`src/rtl/pigro_alu.sv`:
```
`default_nettype none
// ============================================================================
// Module      : pigro_alu
// Description : 32-bit signed integer ALU for the PIGRO execution stage.
//               Executes ADD, SUB, AND, OR, XOR, NOT, LSH, RSH and ARSH.
//               The result and the overflow/error flags are registered and
//               update only on clock edges where enable is high.
// Optional    : define ALU_MUL_EN to add opcode 10 = MUL (signed 32x32,
//               low half of the product, overflow when the product does not
//               fit in WIDTH signed bits).
// Ports       : clk      - rising-edge clock
//               rst      - synchronous active-high reset (overrides enable)
//               data_a   - operand A (signed)
//               data_b   - operand B (signed); low SHW bits give shift amount
//               opcode   - 5-bit operation code
//               enable   - execute the operation on this edge
//               data_out - registered result
//               overflow - registered signed-overflow flag
//               error    - registered illegal-operation flag
// Revision    : 1.0 - initial release
// ============================================================================
module pigro_alu #(
  parameter int WIDTH = 32,
  parameter int SHW   = 5
) (
  input  logic             clk,
  input  logic             rst,
  input  logic [WIDTH-1:0] data_a,
  input  logic [WIDTH-1:0] data_b,
  input  logic [4:0]       opcode,
  input  logic             enable,
  output logic [WIDTH-1:0] data_out,
  output logic             overflow,
  output logic             error
);

  localparam logic [4:0] c_OP_NOP  = 5'd0;
  localparam logic [4:0] c_OP_ADD  = 5'd1;
  localparam logic [4:0] c_OP_SUB  = 5'd2;
  localparam logic [4:0] c_OP_AND  = 5'd3;
  localparam logic [4:0] c_OP_OR   = 5'd4;
  localparam logic [4:0] c_OP_XOR  = 5'd5;
  localparam logic [4:0] c_OP_NOT  = 5'd6;
  localparam logic [4:0] c_OP_LSH  = 5'd7;
  localparam logic [4:0] c_OP_RSH  = 5'd8;
  localparam logic [4:0] c_OP_ARSH = 5'd9;
`ifdef ALU_MUL_EN
  localparam logic [4:0] c_OP_MUL  = 5'd10;
`endif

  logic [WIDTH-1:0] r_data;
  logic             r_ovf;
  logic             r_err;

  logic [WIDTH-1:0] w_sum;
  logic [WIDTH-1:0] w_diff;
  logic [SHW-1:0]   w_shamt;
  logic             w_shbad;
  logic [WIDTH-1:0] w_res;
  logic             w_ovf;
  logic             w_err;
  logic             w_load;   // result register takes w_res this edge

`ifdef ALU_MUL_EN
  logic [2*WIDTH-1:0] w_prod;
  logic [WIDTH:0]     w_prod_hi;

  assign w_prod    = $signed(data_a) * $signed(data_b);
  // Product fits in WIDTH signed bits only if the top WIDTH+1 bits are
  // a pure sign extension (all zeros or all ones).
  assign w_prod_hi = w_prod[2*WIDTH-1:WIDTH-1];
`endif

  assign w_sum   = data_a + data_b;
  assign w_diff  = data_a - data_b;
  assign w_shamt = data_b[SHW-1:0];
  // Any set bit above the shift field means a negative or oversized amount.
  assign w_shbad = |data_b[WIDTH-1:SHW];

  always_comb begin
    w_res  = '0;
    w_ovf  = 1'b0;
    w_err  = 1'b0;
    w_load = 1'b0;
    case (opcode)
      c_OP_NOP: begin
        // result holds, flags clear
      end
      c_OP_ADD: begin
        w_load = 1'b1;
        w_res  = w_sum;
        w_ovf  = (data_a[WIDTH-1] == data_b[WIDTH-1]) &&
                 (w_sum[WIDTH-1] != data_a[WIDTH-1]);
      end
      c_OP_SUB: begin
        w_load = 1'b1;
        w_res  = w_diff;
        w_ovf  = (data_a[WIDTH-1] != data_b[WIDTH-1]) &&
                 (w_diff[WIDTH-1] != data_a[WIDTH-1]);
      end
      c_OP_AND: begin
        w_load = 1'b1;
        w_res  = data_a & data_b;
      end
      c_OP_OR: begin
        w_load = 1'b1;
        w_res  = data_a | data_b;
      end
      c_OP_XOR: begin
        w_load = 1'b1;
        w_res  = data_a ^ data_b;
      end
      c_OP_NOT: begin
        w_load = 1'b1;
        w_res  = ~data_a;
      end
      c_OP_LSH: begin
        w_load = 1'b1;
        w_err  = w_shbad;
        w_res  = w_shbad ? '0 : (data_a << w_shamt);
      end
      c_OP_RSH: begin
        w_load = 1'b1;
        w_err  = w_shbad;
        w_res  = w_shbad ? '0 : (data_a >> w_shamt);
      end
      c_OP_ARSH: begin
        w_load = 1'b1;
        w_err  = w_shbad;
        w_res  = w_shbad ? {WIDTH{data_a[WIDTH-1]}}
                         : WIDTH'($signed(data_a) >>> w_shamt);
      end
`ifdef ALU_MUL_EN
      c_OP_MUL: begin
        w_load = 1'b1;
        w_res  = w_prod[WIDTH-1:0];
        w_ovf  = !((&w_prod_hi) || !(|w_prod_hi));
      end
`endif
      default: begin
        // not an ALU operation: result holds, flag the error
        w_err = 1'b1;
      end
    endcase
  end

  // Registers are only written while enable is high, so anything on the
  // operand/opcode inputs during idle cycles never reaches the outputs.
  always_ff @(posedge clk) begin
    if (rst) begin
      r_data <= '0;
      r_ovf  <= 1'b0;
      r_err  <= 1'b0;
    end else if (enable) begin
      if (w_load) begin
        r_data <= w_res;
      end
      r_ovf <= w_ovf;
      r_err <= w_err;
    end
  end

  assign data_out = r_data;
  assign overflow = r_ovf;
  assign error    = r_err;

endmodule
`default_nettype wire

```
`config.mk`:
```
export PLATFORM = sky130hd
export DESIGN_NAME = pigro_alu
export DESIGN_NICKNAME = d
export VERILOG_FILES = /design/src/rtl/pigro_alu.sv
export SDC_FILE = /design/constraint.sdc
export NUM_CORES = 1
export LEC_CHECK = 0
export CORE_MARGIN = 4
export CORE_UTILIZATION = 55
export CTS_CLUSTER_DIAMETER = 120
export CTS_CLUSTER_SIZE = 20
export DETAILED_ROUTE_END_ITERATION = 16
export PLACE_DENSITY = 0.78
export SETUP_SLACK_MARGIN = 0.2
export SLEW_MARGIN = 10
export SYNTH_ARGS = -nofsm -noshare
export SYNTH_HDL_FRONTEND = slang
export SYNTH_SLANG_ARGS = --single-unit
export TNS_END_PERCENT = 20
```
`constraint.sdc`:
```
create_clock -name clk -period 7.3 [get_ports clk]
set_input_delay 2.19 -clock clk [delete_from_list [all_inputs] [get_ports clk]]
set_output_delay 2.19 -clock clk [all_outputs]
set_load 0.02 [all_outputs]
```
### Yosys cells after proc, flatten, opt, wreduce, memory -nomap -nowiden

Index checks and enable logic that the tools add are counted.

| word-level totals | value |
|---|---|
| register bits | 34 |
| word-level logic and storage cells | 40 |
| output and inout port bits | 34 |
| bits of input ports | 72 |

| cells by class | value |
|---|---|
| mux-type cells | 7 |
| reduce and logical (&&, ||, !) cells | 8 |
| bitwise logic cells | 4 |
| equality and inequality tests | 13 |
| add/sub/neg operators | 2 |
| shift-type cells | 3 |

Operator list:

| operator | number |
|---|---|
| 32-bit one-hot mux with 9 select lines | 1 |
| 32-bit two-way mux | 3 |
| 32-bit adder | 1 |
| 32-bit AND | 1 |
| 32-bit NOT | 1 |
| 32-bit bitwise OR | 1 |
| 32-bit by 5-bit << shifter with 32-bit output | 1 |
| 32-bit by 5-bit >> shifter with 32-bit output | 1 |
| 32-bit by 5-bit >>> shifter with 32-bit output | 1 |
| 32-bit subtractor | 1 |
| 32-bit XOR | 1 |
| 27-bit OR reduction | 1 |
| 5-bit by 3-bit == test with 1-bit output, second input constant | 4 |
| 5-bit by 2-bit == test with 1-bit output, second input constant | 2 |
| 5-bit by 4-bit == test with 1-bit output, second input constant | 2 |
| 9-bit OR reduction | 1 |
| 7-bit OR reduction | 1 |
| 5-bit by 1-bit == test with 1-bit output, second input constant | 1 |
| 5-bit logical NOT | 1 |
| 1-bit one-hot mux with 2 select lines | 2 |
| 1-bit inequality test | 3 |
| 3-bit OR reduction | 1 |
| 1-bit logical AND | 2 |
| 2-bit AND reduction | 1 |
| 2 further kinds | 2 |

### Depth between registers and ports, before layout

| logic depth | value |
|---|---|
| depth after elaboration | 4 |
| gate-level depth with buffers | 15 |
| gate-level depth less buffers | 13 |

### Worst setup path after synthesis

OpenSTA, ideal clock, no wires.

| path | value |
|---|---|
| path type | input port to flip-flop |
| start point | input port data_b[2] |
| end point | register r_data[12], in the netlist data_out[12] |
| data arrival time | 5.226 ns |
| cell stages on the path | 15 |
| data required time | 7.167 ns |
| path slack | 1.941 ns |
| buffers on the path | 4 |
| library setup time | 0.133 ns |
| cells stage by stage | buf_2 -> inv_1 -> buf_2 -> buf_2 -> buf_2 -> ha_1 -> nand2b_1 -> a221oi_1 -> o22ai_1 -> a21oi_1 -> a21oi_1 -> o21ba_2 -> a221o_1 -> a221oi_1 -> nor3_1 |

| on the way | value |
|---|---|
| word-level cells in the longest chain between the ends | 3 |
| elaborated cells between the ends (all ways) | 9 |
| classes of those cells | add/sub: 2; shift: 3; mux: 4 |

RTL lines:

| item | line | RTL |
|---|---|---|
| start, declared | 29 | `input logic [WIDTH-1:0] data_b,` |
| parallel branches: the longest is 2 deep, another holds 32-bit subtractor | n/a |  |
| 32-bit one-hot mux with 9 select lines (*) | 85 | `case (opcode)` |
| end signal, assigned | 156 | `r_data <= w_res;` |
| end, declared | 51 | `logic [WIDTH-1:0] r_data;` |

Every way passes the cells marked *.
A chain may end at the register's enable or synchronous reset.

### Worst setup path in the final report

| path | value |
|---|---|
| start point | input port data_a[4] |
| end point | register r_data[29], in the netlist data_out[29] |

| on the way | value |
|---|---|
| word-level cells in the longest chain between the ends | 3 |
| elaborated cells between the ends (all ways) | 9 |
| classes of those cells | add/sub: 2; shift: 3; mux: 4 |

RTL lines:

| item | line | RTL |
|---|---|---|
| start, declared | 28 | `input logic [WIDTH-1:0] data_a,` |
| parallel branches: the longest is 2 deep, another holds 32-bit subtractor | n/a |  |
| 32-bit one-hot mux with 9 select lines (*) | 85 |  |

Marks and branches as above.

==> run metrics <==
final critical-path share of the clock period=0.793; final cell count without fillers=1661; net count after synthesis=1569; CP max FO=12; Async SR Flop Fraction=0; DRC=0; final worst slack=1510 ps; clock sink total=34; Synth area leader=mux4_2; relative slew slack=0.267; maximum root-to-sink buffer count=2; dominant synthesized flop cell=dfxtp_1; gpl congestion=1.06; Die W=144 µm; Placed Cells=1653; area occupied by multi-input gates=0.00869 mm²; TritonRoute pass-1 iters=6; synth cell count leaders=185 x nor2_1, 125 x a21oi_1, 99 x ha_1; mean post-synth cell area=7.33 µm²; P&R area growth vs syn=12.5%; Initial Util=0.564; Tightest Hold Check Type=reg -> reg; status=finished, final reports clean; Initial DRC Count=1999; Synth Register Bits=34; Cells after Synth=1396; clk_lat worst skew=300 ps; clk slew on worst S/H paths=70 ps; antenna violations before repair=0; first-pass GRT wire length=65700 µm; Yosys warning count=0; kind of end point of the critical path=flop; Fillers=1673; top-count cell post-synth=nor2_1; Post-DP HPWL=32500 µm; critical path, cell by cell=clkdlybuf4s50_1 > inv_1 > ha_1 > a2111oi_4 > o31ai_2 > a211oi_1 > nor3_1 > o22ai_2 > o221ai_1 > xor2_1 > a211oi_1 > a211oi_2; die area=0.0209 mm²; Crit path arrival time=5950 ps; final setup fails=0; fin. max-slew vios=0; Max Cap Violations=0; Sequential Area=681 µm²; GRT Total Usage=0.410; die extent in y=144 µm; via count=12176; Final ANT Viol Nets=0; Crit-path slowest cell=clkdlybuf4s50_1; vias per inst=7.33; grt total ovfl=0; f_max=173 MHz; fin util=0.634; Final nets=1604; number of synthesized flops with an enable pin=0; Setup TNS=0 ps; PostCTS Resize Cnt=0; Core Area=0.0181 mm²; Largest stage delay, worst path=710 ps; Fin. Hold Viols=0; hold-fix buffers at CTS=0; Cell Area, Synth=0.0102 mm²; synth unique cells=97; Total Wirelength=43600 µm; share of layout cells above drive strength 1=0.110; CP Data Required Time=7470 ps; CTS H-tree lvls=2; clk_skew=0 ps; number of CTS-inserted buffers=5; register area share after synthesis=0.0665; largest cells by area after synthesis=mux4_2 14%, ha_1 12%, nor2_1 6.8%; Post-CTS Setup Repair Bufs=0; largest net degree at the start of global routing=57; most used cell, CP=a211oi_1; dpl ws=1350 ps; Synth top area share=0.143; Final min period=5790 ps; ANT cells=0; kind of critical path=in -> reg; drt wl/cell=26.3 µm; row count=49; Startpoint Class=input port; TritonCTS clock tree=yes; vias in the first global route=10945; root buf cell=clkbuf_16; Leak=4.47 nW; power per standard cell area=111 mW/mm²; I/O Pins=106; IO buf count=105; Worst Tran Pin Value=1070 ps; unrepaired setup endpoints after global routing=false; WHS=492 ps; Max VDD drop=80.0 µV
state kept, by name (all words and copies together), names as in the netlist:
register and count:
overflow 1, error 1, data_out 32
where the power goes:
part,switching [mW],total (mW),internal [mW]
Clock,0.106,0.303,0.197
Combinational,0.476,0.773,0.296
Sequential,0.00742,0.204,0.197
worst max-delay path: cells and delay by family:
family	cells	cell delay [ps]
buffers and inverters	2	800
AOI/OAI and AO/OA	7	2190
xor gates and xnor gates	1	190
adders and majority gates	1	420
and+or+nand+nor	1	160
kinds of logic after synthesis:
| group | synth area share |
|---|---|
| DFF | 0.0665 |
| xor gates and xnor gates | 0.0103 |
| buffers and inverters | 0.0871 |
| adders and majority gates | 0.125 |
| muxes | 0.183 |
| AOI/OAI and AO/OA | 0.323 |
| and+or+nand+nor | 0.205 |
final timing paths:
check	startpoint	end	slack (ps)	depth (start not counted)
setup / recovery	data_a[4]	data_out[29]$_SDFFE_PP0P_	1510	12
hold / removal	data_out[5]$_SDFFE_PP0P_	data_out[5]$_SDFFE_PP0P_	490	2
setup reg to reg	data_out[27]$_SDFFE_PP0P_	data_out[27]$_SDFFE_PP0P_	6280	4
hold reg to reg	data_out[5]$_SDFFE_PP0P_	data_out[5]$_SDFFE_PP0P_	490	2
per-layer routing:
| layer | wire (µm) | global-route usage |
|---|---|---|
| met3 | 5670 | 0.0906 |
| met5 | 0 | 0 |
| met2 | 18100 | 0.603 |
| met4 | 2810 | 0.197 |
| met1 | 17100 | 0.568 |
placed cells by master (no fill, tap or decap), drive strengths merged, types with 12 or more instances in the layout:
cell           netlist  routed
a311oi              15      15
ha                  99      99
dfxtp               34      34
a21o                12      12
clkdlybuf4s50        0     101
mux2i               36      36
buf                 35      38
nor2               187     187
inv                 97      97
nand3               23      23
o22ai               28      28
o21ai              100     100
nand2               94      94
o211ai              14      14
nor3                55      55
a221oi              17      17
nor4                17      17
a21oi              125     125
mux4                65      65
o21bai              22      22
a211oi              26      26
o221ai              12      12
stage by stage:
step,power [mW],cell area [µm²]
2_1_floorplan,0.699,10200
3_3_place_gp,0.943,11300
3_5_place_dp,0.948,11300
4_1_cts,1.26,11500
5_1_grt,1.33,11500
6_report,1.28,11500
cell type report:
class / instances / area share
Multi-Input combinational cell: 1152 / 0.755
Sequential cell: 34 / 0.0591
Inverter: 99 / 0.0323
Clock buffer: 5 / 0.0109
Tap cell: 229 / 0.0249
Timing Repair Buffer: 139 / 0.112
Clock inverter: 3 / 0.00598
Power figures use the tool's default switching activity.
